## src/rtl/mnist_frame_reader.sv

```systemverilog
// mnist_frame_reader: snapshots a 28x28 one-bit drawing and streams it out
// one pixel per beat over a valid/ready handshake, counting set pixels.
//
// Handshake: a beat transfers on a rising edge where out_valid and out_ready
// are both high. While out_valid is high and out_ready is low, every output
// holds its value. out_valid never drops inside a frame unless abort or reset.
module mnist_frame_reader #(
    parameter int GRID_SIZE  = 28,
    parameter int NUM_PIXELS = 784,
    parameter int PIXEL_W    = 8,
    parameter logic [PIXEL_W-1:0] ON_VALUE  = 8'd255,
    parameter logic [PIXEL_W-1:0] OFF_VALUE = 8'd0
) (
    input  logic                  CLOCK_50,
    input  logic                  resetn,
    input  logic                  start,
    input  logic                  abort,
    input  logic [NUM_PIXELS-1:0] pixel_memory,
    output logic                  busy,
    output logic                  out_valid,
    input  logic                  out_ready,
    output logic [PIXEL_W-1:0]    out_data,
    output logic [9:0]            out_index,
    output logic [4:0]            out_row,
    output logic [4:0]            out_col,
    output logic                  out_last,
    output logic                  done,
    output logic [9:0]            ones_count
);

    typedef enum logic [1:0] {
        S_IDLE   = 2'd0,
        S_STREAM = 2'd1,
        S_DONE   = 2'd2
    } state_t;

    state_t state_q, state_d;

    logic [NUM_PIXELS-1:0] snap_q, snap_d;
    logic [9:0]            idx_q, idx_d;
    logic [4:0]            row_q, row_d;
    logic [4:0]            col_q, col_d;
    logic [9:0]            ones_q, ones_d;

    logic cur_bit;
    logic last_beat;
    logic xfer;

    // Snapshot bit at the current cell and transfer qualifiers; abort
    // outranks a same-cycle transfer so the aborted beat is never counted.
    assign cur_bit   = snap_q[idx_q];
    assign last_beat = (idx_q == 10'(NUM_PIXELS - 1));
    assign xfer      = (state_q == S_STREAM) && out_ready && !abort;

    // State register with synchronous active-low reset.
    always_ff @(posedge CLOCK_50) begin
        if (!resetn) state_q <= S_IDLE;
        else         state_q <= state_d;
    end

    // Next-state logic; illegal encodings fall back to IDLE.
    always_comb begin
        state_d = state_q;
        case (state_q)
            S_IDLE:   if (start) state_d = S_STREAM;
            S_STREAM: begin
                if (abort)                  state_d = S_IDLE;
                else if (xfer && last_beat) state_d = S_DONE;
            end
            S_DONE:   state_d = S_IDLE;
            default:  state_d = S_IDLE;
        endcase
    end

    // Outputs decoded from state and datapath registers only.
    always_comb begin
        out_valid  = (state_q == S_STREAM);
        busy       = (state_q == S_STREAM) || (state_q == S_DONE);
        done       = (state_q == S_DONE);
        out_data   = (out_valid && cur_bit) ? ON_VALUE : OFF_VALUE;
        out_last   = out_valid && last_beat;
        out_index  = idx_q;
        out_row    = row_q;
        out_col    = col_q;
        ones_count = ones_q;
    end

    // Datapath next values: capture on start, advance the cell walk on a
    // transfer. row/col are walked alongside index so no divider is needed.
    always_comb begin
        snap_d = snap_q;
        idx_d  = idx_q;
        row_d  = row_q;
        col_d  = col_q;
        ones_d = ones_q;
        case (state_q)
            S_IDLE: begin
                if (start) begin
                    snap_d = pixel_memory;
                    idx_d  = '0;
                    row_d  = '0;
                    col_d  = '0;
                    ones_d = '0;
                end
            end
            S_STREAM: begin
                if (xfer) begin
                    ones_d = ones_q + 10'(cur_bit);
                    if (!last_beat) begin
                        idx_d = idx_q + 10'd1;
                        if (col_q == 5'(GRID_SIZE - 1)) begin
                            col_d = '0;
                            row_d = row_q + 5'd1;
                        end else begin
                            col_d = col_q + 5'd1;
                        end
                    end
                end
            end
            default: ;
        endcase
    end

    // Datapath registers; reset clears the snapshot and all counters.
    always_ff @(posedge CLOCK_50) begin
        if (!resetn) begin
            snap_q <= '0;
            idx_q  <= '0;
            row_q  <= '0;
            col_q  <= '0;
            ones_q <= '0;
        end else begin
            snap_q <= snap_d;
            idx_q  <= idx_d;
            row_q  <= row_d;
            col_q  <= col_d;
            ones_q <= ones_d;
        end
    end

endmodule

```

## config.mk

```make
export PLATFORM = sky130hd
export DESIGN_NAME = mnist_frame_reader
export DESIGN_NICKNAME = d
export VERILOG_FILES = /design/src/rtl/mnist_frame_reader.sv
export SDC_FILE = /design/constraint.sdc
export NUM_CORES = 2
export LEC_CHECK = 0
export BUFFER_PORTS_ARGS = -buffer_cell sky130_fd_sc_hd__buf_4
export CAP_MARGIN = 10
export CORE_AREA = 8 8 319 321
export CTS_CLUSTER_SIZE = 28
export DETAILED_ROUTE_END_ITERATION = 10
export DIE_AREA = 0 0 327 329
export HOLD_SLACK_MARGIN = 0.08
export PLACE_DENSITY = 0.58
export SLEW_MARGIN = 15
export SYNTH_ARGS = -nofsm -noshare
export SYNTH_HDL_FRONTEND = slang
export SYNTH_SLANG_ARGS = --single-unit
```

## constraint.sdc

```tcl
create_clock -name CLOCK_50 -period 8.4 [get_ports CLOCK_50]
set_clock_uncertainty 0.05 [all_clocks]
set_input_delay 0.84 -clock CLOCK_50 [delete_from_list [all_inputs] [get_ports CLOCK_50]]
set_output_delay 0.84 -clock CLOCK_50 [all_outputs]
set_load 0.005 [all_outputs]
```

==> flow_summary.json <==
{
  "nets": 5515,
  "cts_tree": "yes",
  "vias_per_cell": 5.22,
  "holdBufCountCts": 0,
  "syn_inst": 4103,
  "die_w_um": 327,
  "synth_ff_type": "dfxtp_1",
  "critPathArrivalTime_ns": 4.99,
  "dieHeight_um": 329,
  "power.ir.vdd_worst_mv": 0.160,
  "grt_usage_pct": 25.6,
  "synth-seq-cells": 816,
  "first_pass_iters": 5,
  "cts-buffers-inserted": 90,
  "post_drt_wl_per_cell_um": 23.7,
  "critPathLaunchType": "register",
  "crit_type": "reg2out",
  "syn_area_um2": 36900,
  "detail-route-antenna-nets": 0,
  "clock-sinks": 816,
  "reg2regPathDepth": 14,
  "hold_viol": 0,
  "vias": 31754,
  "syn-num-nets": 4900,
  "grt_max_degree": 229,
  "p_per_area_nw_per_um2": 212,
  "wl_um": 144000,
  "tns_ns": 0,
  "io-pin-count": 831,
  "design_area_um2": 46500,
  "drc": 0,
  "holdCritPathClass": "in2reg",
  "path_clk_slew_ns": 0.06,
  "antenna_found_initial": 12,
  "ys_top_cells_by_area": "dfxtp_1, nand2_1, a21boi_0",
  "crit_required_ns": 7.51,
  "synth.top_cell.area_share_pct": 44.3,
  "mostFrequentLayoutCells": "nand2_1, buf_4, dfxtp_1",
  "cts_max_level": 3,
  "slew_violations": 0,
  "critPathMaxFanout": 44,
  "min_path_cells": 3,
  "slew_headroom_pct": 17.7,
  "status": "finished clean",
  "gp_congestion": 0.849,
  "maxCapViolations": 0,
  "finalCritPeriodShare_pct": 70.0,
  "overflow": 0,
  "synth_edf_count": 0,
  "start_util_pct": 38.0,
  "period_needed_ns": 5.88,
  "synth_area_per_cell_um2": 9.00,
  "power.total_uw": 9840,
  "cts_setup_buffers": 0,
  "die_area_um2": 108000,
  "p_leak_uw": 0.0182,
  "clk_latency_ns": 0.64,
  "dpl.hpwl_um": 106000,
  "drive_above_1_share_pct": 25.1,
  "yosysWarnings": 0,
  "coreArea_um2": 97100,
  "cts.root.buffer_cell": "clkbuf_16",
  "setup_viol": 0,
  "floorplan.rows": 115,
  "grt_pass1_wl_um": 209000,
  "rsz0062_at_grt": "no",
  "dpl-instance-area_um2": 43500,
  "ys_async_sr_fraction_pct": 0,
  "critPathCaptureType": "output pin",
  "clk_path_buf_depth": 3,
  "synthToLayoutAreaGrowth_pct": 26.0,
  "max_freq_ghz": 0.170,
  "ys_seq_area_share_pct": 44.3,
  "post_cts_resized": 0,
  "synth_top_area_cell": "dfxtp_1",
  "yosys.cell_types.count": 64,
  "grt_pass1_vias": 32141,
  "drtIter0Drc": 2456,
  "tightest_slew_ns": 1.23,
  "io_buffers": 830,
  "final_common_cell": "nand2_1"
}
flip-flops by register name, indices dropped and copies added, names as in the netlist:
register,flops
ones_count,10
out_col,5
out_index,10
out_row,5
snap_q,784
state_q,2
worst max-delay path, stage by stage (launching register included):
cell	delay, ns
dfxtp_4	0.76
buf_4	0.69
nor2b_4	0.81
a22oi_1	0.20
a311o_1	0.39
a211o_1	0.29
a31oi_1	0.35
a211o_2	0.19
o41ai_2	0.09
nor3b_1	0.20
buf_4	0.20
buf_4	0.13
worst paths after layout:
path | endpoint | startpoint | slack [ns]
min | snap_q[620]$_SDFFE_PN0P_ | pixel_memory[620] | 0.41
max reg2reg | ones_count[8]$_SDFFE_PN0P_ | out_index[2]$_SDFFE_PN0P_ | 3.30
max | out_data[4] | out_index[2]$_SDFFE_PN0P_ | 2.52
min reg2reg | snap_q[9]$_SDFFE_PN0P_ | snap_q[9]$_SDFFE_PN0P_ | 0.41
synthesized netlist by cell type (all sizes together), types with 6 or more instances:
cell type,count
a211oi,13
a21boi,788
a21oi,24
a22oi,19
and2,7
buf,81
clkbuf,263
dfxtp,816
ha,8
inv,6
mux2,10
mux2i,46
mux4,191
nand2,1606
nand2b,7
nand3,22
nand4,9
nor2,45
nor2b,12
nor3,14
o21ai,15
o22ai,11
xnor2,6
xor2,15
cells by family after synthesis:
group | synth area share (%)
compound gates | 18.4
mux | 13.6
simple gates | 18.4
fa+ha+maj | 0.271
xor+xnor | 0.498
flops | 44.3
buf+inv | 4.60
layout make-up:
type | instances | area, um^2
Fill cell | 9569 | 50600
Multi-Input combinational cell | 2937 | 18900
Sequential cell | 816 | 16400
Timing Repair Buffer | 867 | 6600
Clock buffer | 134 | 2710
Tap cell | 1287 | 1610
Clock inverter | 31 | 268
Antenna cell | 10 | 25.0
Inverter | 6 | 22.5
where the power goes:
group	switching, uW	total [uW]	internal [uW]	leakage, uW
Clock	1650	4000	2350	0.00150
Combinational	810	1470	660	0.00999
Sequential	194	4370	4180	0.00670
metrics by stage:
stage          worst slack (ns)  util [%]  std cells  hold WS, ns
6_report                   2.52      47.9       6088        0.406
5_1_grt                    2.23      47.9       6086        0.383
4_1_cts                    2.45      47.9       6078        0.360
3_5_place_dp               3.17      44.8       5913        0.405
3_3_place_gp               3.23      44.8       5913        0.400
2_1_floorplan              4.55         -       4103        0.389
per-layer routing:
| metal | up-vias | track usage, % | routed length (um) |
|---|---|---|---|
| met5 | - | 0 | 27 |
| met4 | 4 | 10.1 | 5680 |
| met3 | 233 | 4.75 | 8170 |
| met2 | 961 | 44.4 | 71300 |
| met1 | 15399 | 31.3 | 59300 |
| li1 | 15157 | - | - |
Power figures use the tool's default switching activity.
